`src/rtl/spi_flash_responder.sv`:
```
// SPI flash target answering READ (03), status (05) and JEDEC-ID (9F) from a byte-wide memory port.
// Define FLASH_RESP_FASTREAD_EN to also serve FAST_READ (0B) with 8 dummy clocks.
`timescale 1ns/1ps
module spi_flash_responder #(
  parameter int unsigned ADDR_BITS   = 24,
  parameter logic [23:0] JEDEC_ID    = 24'hEF4018,
  parameter logic [7:0]  STATUS_VAL  = 8'h00,
  parameter int unsigned SYNC_STAGES = 2
) (
  input  logic                 clk,
  input  logic                 resetn,
  input  logic                 flash_csb,
  input  logic                 flash_clk,
  input  logic                 flash_io0_di,
  output logic                 flash_io1_do,
  output logic                 flash_io1_oe,
  output logic                 mem_valid,
  input  logic                 mem_ready,
  output logic [ADDR_BITS-1:0] mem_addr,
  input  logic [7:0]           mem_rdata,
  output logic                 busy,
  output logic                 underrun
);

`ifdef FLASH_RESP_FASTREAD_EN
  typedef enum logic [2:0] {S_IDLE, S_CMD, S_ADDR, S_DUMMY, S_DATA, S_STATUS, S_ID, S_IGNORE} state_t;
`else
  typedef enum logic [2:0] {S_IDLE, S_CMD, S_ADDR, S_DATA, S_STATUS, S_ID, S_IGNORE} state_t;
`endif

  logic [SYNC_STAGES-1:0] csb_sync, sck_sync, io0_sync;
  logic                   csb_s, sck_s, io0_s, csb_q, sck_q;
  logic                   sck_rise, sck_fall, csb_rise, csb_fall;
  state_t                 state, state_nxt;
  logic [22:0]            sh_in;
  logic [4:0]             bit_cnt;
  logic [7:0]             cmd_byte, sh_out, next_byte, pf_buf;
  logic [23:0]            addr_word;
  logic [2:0]             out_cnt;
  logic [1:0]             id_idx;
  logic                   do_bit, pf_full, drop;
  logic [ADDR_BITS-1:0]   slot_addr;
  logic                   xfer, mem_free, addr_done, boundary, out_state, fetch_st;
`ifdef FLASH_RESP_FASTREAD_EN
  logic                   fast;
`endif

  always_ff @(posedge clk or negedge resetn) begin
    if (!resetn) begin
      csb_sync <= '1;
      sck_sync <= '0;
      io0_sync <= '0;
      csb_q    <= 1'b1;
      sck_q    <= 1'b0;
    end else begin
      csb_sync <= {csb_sync[SYNC_STAGES-2:0], flash_csb};
      sck_sync <= {sck_sync[SYNC_STAGES-2:0], flash_clk};
      io0_sync <= {io0_sync[SYNC_STAGES-2:0], flash_io0_di};
      csb_q    <= csb_s;
      sck_q    <= sck_s;
    end
  end

  assign csb_s     = csb_sync[SYNC_STAGES-1];
  assign sck_s     = sck_sync[SYNC_STAGES-1];
  assign io0_s     = io0_sync[SYNC_STAGES-1];
  assign sck_rise  = sck_s & ~sck_q;
  assign sck_fall  = ~sck_s & sck_q;
  assign csb_rise  = csb_s & ~csb_q;
  assign csb_fall  = ~csb_s & csb_q;
  assign busy      = ~csb_s;
  assign cmd_byte  = {sh_in[6:0], io0_s};
  assign addr_word = {sh_in, io0_s};
  assign addr_done = (state == S_ADDR) && sck_rise && (bit_cnt == 5'd23);
  assign out_state = (state == S_DATA) || (state == S_STATUS) || (state == S_ID);
  assign boundary  = (state == S_DATA) && (state_nxt == S_DATA) && sck_fall && (out_cnt == 3'd0);
  assign xfer      = mem_valid & mem_ready;
  assign mem_free  = ~mem_valid | xfer;
`ifdef FLASH_RESP_FASTREAD_EN
  assign fetch_st  = (state == S_DATA) || (state == S_DUMMY);
`else
  assign fetch_st  = (state == S_DATA);
`endif

  always_ff @(posedge clk or negedge resetn) begin
    if (!resetn) state <= S_IDLE;
    else         state <= state_nxt;
  end

  always_comb begin
    state_nxt = state;
    if (csb_rise) begin
      state_nxt = S_IDLE;
    end else begin
      case (state)
        S_IDLE: if (csb_fall) state_nxt = S_CMD;
        S_CMD: if (sck_rise && bit_cnt == 5'd7) begin
          case (cmd_byte)
            8'h03:   state_nxt = S_ADDR;
            8'h05:   state_nxt = S_STATUS;
            8'h9F:   state_nxt = S_ID;
`ifdef FLASH_RESP_FASTREAD_EN
            8'h0B:   state_nxt = S_ADDR;
`endif
            default: state_nxt = S_IGNORE;
          endcase
        end
`ifdef FLASH_RESP_FASTREAD_EN
        S_ADDR:  if (addr_done) state_nxt = fast ? S_DUMMY : S_DATA;
        S_DUMMY: if (sck_rise && bit_cnt == 5'd7) state_nxt = S_DATA;
`else
        S_ADDR:  if (addr_done) state_nxt = S_DATA;
`endif
        default: ;
      endcase
    end
  end

  always_comb begin
    flash_io1_oe = out_state & ~csb_s;
    flash_io1_do = flash_io1_oe ? do_bit : 1'b1;
  end

  always_comb begin
    next_byte = 8'hFF;
    case (state)
      S_STATUS: next_byte = STATUS_VAL;
      S_DATA:   next_byte = pf_full ? pf_buf : 8'hFF;
      S_ID: case (id_idx)
        2'd0:    next_byte = JEDEC_ID[23:16];
        2'd1:    next_byte = JEDEC_ID[15:8];
        2'd2:    next_byte = JEDEC_ID[7:0];
        default: next_byte = 8'hFF;
      endcase
      default: ;
    endcase
  end

  // Bit counters restart on every state change; output bytes load on the fall with out_cnt==0.
  always_ff @(posedge clk or negedge resetn) begin
    if (!resetn) begin
      sh_in   <= '0;
      bit_cnt <= '0;
      sh_out  <= '1;
      out_cnt <= '0;
      id_idx  <= '0;
      do_bit  <= 1'b1;
`ifdef FLASH_RESP_FASTREAD_EN
      fast    <= 1'b0;
`endif
    end else begin
      if (sck_rise) sh_in <= {sh_in[21:0], io0_s};
`ifdef FLASH_RESP_FASTREAD_EN
      if (state == S_CMD && sck_rise && bit_cnt == 5'd7) fast <= (cmd_byte == 8'h0B);
`endif
      if (state_nxt != state || state == S_IDLE) begin
        bit_cnt <= '0;
        out_cnt <= '0;
        id_idx  <= '0;
        do_bit  <= 1'b1;
      end else begin
        if (sck_rise) bit_cnt <= bit_cnt + 5'd1;
        if (sck_fall && out_state) begin
          if (out_cnt == 3'd0) begin
            do_bit  <= next_byte[7];
            sh_out  <= {next_byte[6:0], 1'b1};
            out_cnt <= 3'd7;
            if (state == S_ID && id_idx != 2'd3) id_idx <= id_idx + 2'd1;
          end else begin
            do_bit  <= sh_out[7];
            sh_out  <= {sh_out[6:0], 1'b1};
            out_cnt <= out_cnt - 3'd1;
          end
        end
      end
    end
  end

  // slot_addr is the byte due at the next boundary; a request still pending when its slot is
  // consumed (underrun) or when csb rises is marked drop so its late data is discarded.
  always_ff @(posedge clk or negedge resetn) begin
    if (!resetn) begin
      mem_valid <= 1'b0;
      mem_addr  <= '0;
      slot_addr <= '0;
      pf_buf    <= '0;
      pf_full   <= 1'b0;
      drop      <= 1'b0;
      underrun  <= 1'b0;
    end else begin
      if (xfer) begin
        mem_valid <= 1'b0;
        drop      <= 1'b0;
        if (!drop && fetch_st && !boundary) begin
          pf_buf  <= mem_rdata;
          pf_full <= 1'b1;
        end
      end
      if (csb_rise && mem_valid && !xfer) drop <= 1'b1;
      if (state == S_IDLE) pf_full <= 1'b0;
      if (addr_done) begin
        slot_addr <= addr_word[ADDR_BITS-1:0];
        pf_full   <= 1'b0;
        if (mem_free) begin
          mem_valid <= 1'b1;
          mem_addr  <= addr_word[ADDR_BITS-1:0];
        end
      end else if (boundary) begin
        slot_addr <= slot_addr + 1'b1;
        if (pf_full) begin
          pf_full <= 1'b0;
        end else begin
          underrun <= 1'b1;
          if (!mem_free) drop <= 1'b1;
        end
        if (mem_free) begin
          mem_valid <= 1'b1;
          mem_addr  <= slot_addr + 1'b1;
        end
      end else if (fetch_st && !mem_valid && !pf_full) begin
        mem_valid <= 1'b1;
        mem_addr  <= slot_addr;
      end
    end
  end

endmodule

```
`config.mk`:
```
export PLATFORM = sky130hd
export DESIGN_NAME = spi_flash_responder
export DESIGN_NICKNAME = d
export VERILOG_FILES = /design/src/rtl/spi_flash_responder.sv
export SDC_FILE = /design/constraint.sdc
export NUM_CORES = 1
export LEC_CHECK = 0
export CORE_ASPECT_RATIO = 0.5
export CORE_MARGIN = 5
export CORE_UTILIZATION = 55
export DETAILED_ROUTE_END_ITERATION = 16
export PLACE_DENSITY = 0.73
export SYNTH_ARGS = -nofsm -noshare
export SYNTH_HDL_FRONTEND = slang
export SYNTH_SLANG_ARGS = --single-unit
```
`constraint.sdc`:
```
create_clock -name clk -period 3.4 [get_ports clk]
set_input_delay 0.68 -clock clk [delete_from_list [all_inputs] [get_ports clk]]
set_output_delay 0.68 -clock clk [all_outputs]
set_load 0.05 [all_outputs]
```
-- Word level (Yosys, flattened, before mapping)
Cells that the tools add are included.
- flip-flop bits (word level): 113
- logic and storage cells: 138
- add/subtract/negate cells: 4
- equality and inequality tests: 17
- multiplexer cells: 47
- bitwise logic cells: 15
- reduce and logical (&&, ||, !) cells: 36
- operator list (kind ; count):
    $mux 24 ; 7
    $pmux 8 s3 ; 2
    $add 24x1->24 const B ; 1
    $mux 1 ; 21
    $mux 3 ; 7
    $pmux 3 s3 ; 2
    $mux 8 ; 2
    $logic_and 1x1->1 ; 14
    $mux 5 ; 2
    $reduce_bool 2->1 ; 5
    $eq 3x2->1 const B ; 3
    $reduce_and 3->1 ; 3
    $eq 8x2->1 const B ; 1
    $eq 8x3->1 const B ; 1
    $eq 8x8->1 const B ; 1
    $mux 2 ; 4
    $not 1->1 ; 8
    $and 1x1->1 ; 6
    $eq 3x3->1 const B ; 2
    $logic_not 3->1 ; 2
    $ne 2x2->1 const B ; 3
    $add 5x1->5 const B ; 1
    $eq 5x3->1 const B ; 1
    $eq 5x5->1 const B ; 1
    other kinds (12) ; 19

-- Logic depth before layout (Yosys ltp)
Gate-level depths: netlist (run 1).
- word-level depth: 19
- gate-level depth with buffers: 9
- gate-level depth less buffers: 7

-- Worst setup path after synthesis (run 1)
OpenSTA, ideal clock, no wires.
- path type: reg-to-output
- start: reg state[1]
- end: out flash_io1_do
- arrival: 2170 ps
- data required time: 2720 ps
- path slack: 550 ps
- stages on the path, launching flop included: 6
- path buffers: 2
- path through: dfrtp_1 -> buf_2 -> nand3b_1 -> clkbuf_1 -> a21oi_1 -> nand2b_1
- word-level cells in the longest chain between the ends: 5
- RTL lines (what ; line ; text):
    from (decl) ; 34 ; state_t state, state_nxt;
    from (signal assigned) ; 87 ; else state <= state_nxt;
    $eq 3x2->1 / $eq 3x3->1 (equally long branches) ; 75 ; assign out_state = (state == S_DATA) || (state == S_STATUS) || (state == S_ID);
    $logic_or 1x1->1 ; 75 ;
    $logic_or 1x1->1 * ; 75 ;
    $and 1x1->1 * ; 120 ; flash_io1_oe = out_state & ~csb_s;
    named net flash_io1_oe ; 16 ; output logic flash_io1_oe,
    $mux 1 * ; 121 ; flash_io1_do = flash_io1_oe ? do_bit : 1'b1;
    to (decl) ; 15 ; output logic flash_io1_do,
The timed path passes the listed nets; every way through them passes the cells marked *.

-- Worst setup path after layout (run 1)
- start: reg state[2]
- end: out flash_io1_oe
- word-level cells in the longest chain between the ends: 4
- RTL lines (what ; line):
    $eq 3x2->1 / $eq 3x3->1 (equally long branches) ; 75
    $logic_or 1x1->1 ; 75
    $logic_or 1x1->1 * ; 75
    $and 1x1->1 * ; 120
    to (decl) ; 16
Mark *: on every way between the ends. The rest lies on a longest branch, timed or not.

==> impl_results.md, run 1 <==
- Status: finished, final reports clean
- Dpl hpwl: 8.14 mm
- Number of setup buffers added after CTS: 0
- Antenna viol nets, final: 0
- Lkg Pwr: 2.80 nW
- Number of synthesized flops with an enable pin: 0
- Placeable core area: 9570 sq um
- Routed vias/inst: around 6.0
- Layout Nets: 581
- Final hold viol count: 0
- Post-cts hold buffer count: 0
- CTS root buf: clkbuf_16
- Max Clk Rate: roughly 0.34 GHz
- Syn Nets: 553
- DR vias: 4199
- Worst setup EP type: output pin
- TritonCTS Buffers: 9
- 1st-pass router iterations: 5
- First-pass GRT wire length: 20.9 mm
- Endpoints failing setup: 0
- Post-CTS sizing: 0
- Antenna Cells: 0
- CP arrival: roughly 2.3 ns
- CP Launch Type: register
- Fin util: about two thirds
- Primary FF master, synth: dfrtp_1
- Maximum vdd drop: 0.242 mV
- Crit path kind: register to output pin
- Max_cap viols: 0
- #FFs+latches synth: roughly 110
- Initial antenna violation count: 0
- Post-Syn Instances: 531
- Final worst-path cycle share: 87.4%
- Clock Tree Buf Depth: 2
- Pwr dens: 444 nW/um^2
- Design Power: 0.00279 W
- Average size of a mapped cell: 10.3 sq um
- Synthesized area: 5450 sq um
- Share of synthesized registers carrying an async set or reset: 100%
- Die X: 151 um
- Initial DRC count: ~330
- Post-synth top area share: 46.3%
- Number of global-route vias before repair: 4124
- Crit path time final: 2.97 ns
- Yosys top cell by area: dfrtp_1
- Req. time, crit path: 2.72 ns
- Die height: 80.4 um
- Worst Skew: 0.00984 ns
- RSZ-0062 raised after global routing: no
- Number of library cell types mapped by synthesis: 70
- Most common cell in the synthesized netlist: dfrtp_1
- Gr usage total: 21.7%
- Slew of the pin with the lowest slew margin: 0.972 ns
- Finished layout cell area: 6290 sq um
- Worst Hold Class: register to register
- Final slew viol count: 0
- Top post-synthesis cells by count: dfrtp_1, a21oi_1, nand2_1
- Starting density of the core: 57.0%
- Post-place instance area: 5980 sq um
- H-tree Lvls: 3
- Post-synthesis sequential area ratio: 51.6%
- Area contributors post-synth: dfrtp_1, mux2_2, dfstp_2
- # IOs: 43
- Worst Path Max Fanout: 14
- Routed wire length: 12.2 mm
- Total grt overflow: 0
- Clk_lat worst skew: 0.35 ns
- Ratio of cells with drive above 1 in the final layout: 14.9%
- Setup TNS: 0 ns
- Area Overhead vs Synth: 15.4%
- Routability congestion estimate: 0.854
- CTS tree: yes
- Port Buffers: 42
- Slew headroom: about a third
- Largest net degree at the start of global routing: a little over 60
- Row Count: 25
- Yosys warns: 0
- # DRC: 0
- CTS sink cnt: between 100 and 150
- Clock slew at reported path FFs: 0.07 ns
- DR WL/cell: 17.5 um
- Die area: 12100 sq um
[layer usage]
| layer | up-vias | part of all wire, % | GRT usage [%] |
|---|---|---|---|
| li1 | 2003 | - | - |
| met1 | 2086 | 48 | 31.2 |
| met2 | 100 | 47 | 34.6 |
| met3 | 10 | 4.4 | 4.90 |
| met4 | 0 | 0.65 | 3.53 |
| met5 | - | 0 | 0 |
[critical path, stage by stage, from the launching register on]
cell	delay [ns]
dfrtp_1	0.58
nand2b_1	0.25
a21oi_1	0.27
clkdlybuf4s50_1	0.84
[report_power, final]
group          switching [W]  internal, W
Sequential         0.0000875      0.00142
Combinational      0.0000812    0.0000975
Clock               0.000464     0.000644
Total               0.000632      0.00216
[state kept, by name (all words and copies together) (netlist names), 2 cells and up]
register,cells
sh_in,23
pf_buf,8
csb_sync,2
id_idx,2
slot_addr,24
sh_out,7
out_cnt,3
sck_sync,2
state,3
io0_sync,2
mem_addr,24
bit_cnt,5
[cells by family (layout without fill, tap and decap cells)]
kind of cell | Yosys count | after routing | share of synthesized area (%)
and+or+nand+nor | 165 | 165 | 16.3
AOI/OAI and AO/OA | 157 | 157 | 19.0
DFF | 112 | 112 | 51.6
buffers and inverters | 54 | 87 | 4.34
muxes | 29 | 29 | 5.96
adders and majority gates | 8 | 8 | 1.84
xor gates and xnor gates | 6 | 6 | 0.964
[through the flow]
step | cells | worst slack, ns | hold slack (ns)
floorplan | 531 | 0.550 | 0.331
global placement | 683 | 0.838 | 0.332
detailed placement | 683 | 0.806 | 0.340
CTS | 699 | 0.422 | 0.354
global route | 699 | 0.253 | 0.362
finish | 699 | 0.427 | 0.352
[placed cells by master, fill, tap and decap left out, drive strengths merged, types with 7 or more instances in the layout]
| cell | n |
|---|---|
| dfrtp | 101 |
| nand2 | 53 |
| a21oi | 53 |
| clkdlybuf4s50 | 41 |
| o21ai | 29 |
| mux2 | 28 |
| nand3 | 25 |
| nor2 | 20 |
| a31oi | 19 |
| inv | 17 |
| buf | 13 |
| dfstp | 11 |
| clkbuf | 10 |
| nor2b | 9 |
| ha | 8 |
| nor4 | 7 |
[area by class of cell]
| class | instances | area, sq um |
|---|---|---|
| multi-input combinational | 365 | 2410 |
| clock buffer | 10 | 229 |
| timing repair buffer | 54 | 520 |
| tap | 135 | 169 |
| clock inverter | 6 | 83.8 |
| sequential | 112 | 2820 |
| fill | 787 | 3280 |
| inverter | 17 | 63.8 |
[final timing paths]
kind	start	to	slack, ns	cells after the start
max	state[2]$_DFF_PN0_	flash_io1_oe	0.43	3
min	io0_sync[0]$_DFF_PN0_	io0_sync[1]$_DFF_PN0_	0.35	0
max reg2reg	out_cnt[0]$_DFFE_PN0P_	mem_addr[2]$_DFFE_PN0P_	0.86	9
min reg2reg	io0_sync[0]$_DFF_PN0_	io0_sync[1]$_DFF_PN0_	0.35	0
max in group asynchronous	resetn	do_bit$_DFFE_PN1P_	2.23	2
min in group asynchronous	resetn	mem_addr[14]$_DFFE_PN0P_	0.36	1
No activity file was read; power rests on OpenSTA's default activity.
==> run 2: changes to the inputs <==
--- a/config.mk
+++ b/config.mk
@@ -5,11 +5,13 @@
 export SDC_FILE = /design/constraint.sdc
 export NUM_CORES = 1
 export LEC_CHECK = 0
+export ABC_AREA = 1
 export CORE_ASPECT_RATIO = 0.5
 export CORE_MARGIN = 5
 export CORE_UTILIZATION = 55
 export DETAILED_ROUTE_END_ITERATION = 16
 export PLACE_DENSITY = 0.73
+export SETUP_SLACK_MARGIN = 0.05
 export SYNTH_ARGS = -nofsm -noshare
 export SYNTH_HDL_FRONTEND = slang
 export SYNTH_SLANG_ARGS = --single-unit
==> run 2 against run 1 <==
Effect of this change: hold slack lost 0.054 ns; critical path depth is 2 higher; flip-flop and latch count unchanged; cell count grew 22%; wire length shrank 0.83%; combinational power up 24%; utilization rose by 0.61 points; non-clock buffer count decreased by 7; global-route usage decreased by 0.28 points; sequential power down 3%; die area is 1.3% higher; clock skew is 0.0011 ns lower; largest power group unchanged; highest routed layer unchanged.
==> impl_results.md, run 2 <==
- Area contributors post-synth: dfrtp_1, nand2_1, dfstp_2
- Number of library cell types mapped by synthesis: 41
- Average size of a mapped cell: 8.24 sq um
- Yosys warns: 0
- Post-synthesis sequential area ratio: 50.9%
- Worst R2R Start: out_cnt[0]$_DFFE_PN0P_
- Row Count: 25
- R2r setup slk: 0.74 ns
- # DRC: 0
- Largest net degree at the start of global routing: 76
- Max_cap viols: 0
- Area of the multi-input gates: 2340 sq um
- Endpoints failing setup: 0
- Worst reg-to-reg path cell count: 15
- Yosys top cell by area: dfrtp_1
- Initial DRC count: 297
- Synthesized area: about 5500 sq um
- FF+latch area: 2820 sq um
- Layout Nets: 733
- Gr usage total: 21.5%
- Crit path kind: register to output pin
- Routability congestion estimate: 0.868
- Maximum vdd drop: 0.258 mV
- Starting density of the core: 57.4%
- RSZ-0062 raised after global routing: no
- Ratio of cells with drive above 1 in the final layout: 9.23%
- Top post-synthesis cells by count: nand2_1, dfrtp_1, inv_1
- Initial antenna violation count: 0
- Worst Hold Class: primary input to asynchronous set/reset pin
- Max Clk Rate: 0.341 GHz
- Number of synthesized flops with an enable pin: 0
- Post-cts hold buffer count: 0
- Pint: ~0.0021 W
- Met3 WL post-DR: 795 um
- Commonest cells after routing, fill and taps aside: nand2_1, dfrtp_1, inv_1
- Final hold viol count: 0
- Lkg Pwr: 3.06 nW
- Post-Syn Instances: 671
- FILL cells: 848
- Clock slew at reported path FFs: about 0.070 ns
- Worst Path Max Fanout: 6
- Post-CTS sizing: 0
- Routed wire length: 12.1 mm
- Worst setup EP type: output pin
- Reg power frac: 51.7%
- Req. time, crit path: 2.72 ns
- Clock Power Share: 40.4%
- # IOs: 43
- Antenna viol nets, final: 0
- Die X: approximately 150 um
- Number of global-route vias before repair: 4298
- Final slew viol count: 0
- Clk_lat worst skew: 0.35 ns
- Setup TNS: 0 ns
- CTS root buf: clkbuf_16
- Most common cell in the synthesized netlist: nand2_1
- #FFs+latches synth: 112
- Total grt overflow: 0
- CP arrival: 2.25 ns
- CP startpoint: state[2]$_DFF_PN0_
- Met2 WL: 5.22 mm
- H-tree Lvls: 3
- Switching share of power: 24.6%
- M1 wire length: 5.98 mm
- Clock Tree Buf Depth: 2
- CTS tree: yes
- Final worst-path cycle share: 86.2%
- 1st-pass router iterations: 5
- DR vias: about 4500
- Crit path time final: 2.93 ns
- Finished layout cell area: 6390 sq um
- DR WL/cell: between 10 and 15 um
- Routed vias/inst: 5.33
- Area Overhead vs Synth: 15.6%
- Antenna Cells: 0
- Slew of the pin with the lowest slew margin: 0.504 ns
- Top layer in use: met4
- Die height: 80.9 um
- Die area: 12300 sq um
- Post-synth top area share: 45.7%
- Worst Skew: 0.00871 ns
- Slew headroom: 66.4%
- Most common cell after layout, fill and taps aside: nand2_1
- Post-place instance area: 6070 sq um
- Placeable core area: 9630 sq um
- CTS sink cnt: 112
- Share of synthesized registers carrying an async set or reset: 100%
- Pwr dens: 439 nW/um^2
- TritonCTS Buffers: 9
- Sw Pwr: 0.000691 W
- Syn Nets: 693
- Number of setup buffers added after CTS: 0
- CP Launch Type: register
- Status: finished, final reports clean
- Comb pwr share: 7.9%
- Primary FF master, synth: dfrtp_1
- Worst r2r dst: mem_addr[18]$_DFFE_PN0P_
- Port Buffers: 42
- Dpl hpwl: 8.55 mm
- Largest regs: mem_addr (24), slot_addr (24), sh_in (23)
- First-pass GRT wire length: 21.2 mm
-- run 2: cell types whose count changed after synthesis, sizes merged, moves of 18 or more --
| cell | before | now |
|---|---|---|
| nand2 | 53 | 222 |
| a31oi | 19 | 0 |
| nor2 | 20 | 58 |
| a21oi | 53 | 12 |
| mux2 | 28 | 10 |
| inv | 17 | 74 |
-- run 2: worst max-delay path, cell delays in order (launching register included) --
cell and delay, ns:
dfrtp_1 0.52, inv_2 0.10, nand2_1 0.11, o21ai_1 0.12, nor2_1 0.20, clkdlybuf4s50_1 0.84
-- run 2: worst max path at each step --
stage / end / slack, ns / cells after the start
after floorplan: flash_io1_do / 0.77 / 5
after global placement: mem_addr[5]$_DFFE_PN0P_ / 0.86 / 15
after detailed placement: mem_addr[18]$_DFFE_PN0P_ / 0.77 / 15
after CTS: flash_io1_oe / 0.49 / 5
after global routing: flash_io1_oe / 0.37 / 5
final: flash_io1_oe / 0.47 / 5
-- run 2: metrics by stage --
step / power, W / setup slack [ns] / hold slack, ns / std cells / utilization [%]
6_report: 0.00281 / 0.471 / 0.298 / 850 / 66.4
5_1_grt: 0.00294 / 0.370 / 0.328 / 850 / 66.4
4_1_cts: 0.00282 / 0.488 / 0.310 / 850 / 66.4
3_5_place_dp: 0.00170 / 0.768 / 0.339 / 835 / 63.0
3_3_place_gp: 0.00169 / 0.863 / 0.334 / 835 / 63.0
2_1_floorplan: 0.00160 / 0.767 / 0.331 / 671 / -
-- run 2: layer usage --
metal,track usage (%),vias to the layer above
met5,0,-
met4,5.02,0
met3,5.91,14
met2,33.4,111
met1,30.4,2160
li1,-,2246
-- run 2: kinds of logic (layout without fill, tap and decap cells) --
kind of cell	count (synthesis)	after routing	share of synthesized area, %
compound gates	78	78	8.73
simple gates	355	355	27.2
fa+ha+maj	8	8	1.81
mux	10	10	2.04
xor+xnor	16	16	2.53
flops	112	112	50.9
buf+inv	92	136	6.74
-- run 2: final cells by class --
cell class	instances	area share [%]
clock buffer	9	3.52
clock inverter	6	1.47
inverter	74	4.35
multi-input combinational	467	36.6
sequential	112	44.1
tap	135	2.64
timing repair buffer	47	7.32
-- run 2: power groups by stage --
stage / Combinational [W] / Clock (W) / Sequential (W)
5_1_grt: 0.000263 / 0.00121 / 0.00146
3_3_place_gp: 0.000221 / 0 / 0.00147
2_1_floorplan: 0.000144 / 0 / 0.00146
3_5_place_dp: 0.000223 / 0 / 0.00148
4_1_cts: 0.000224 / 0.00115 / 0.00145
6_report: 0.000222 / 0.00113 / 0.00145
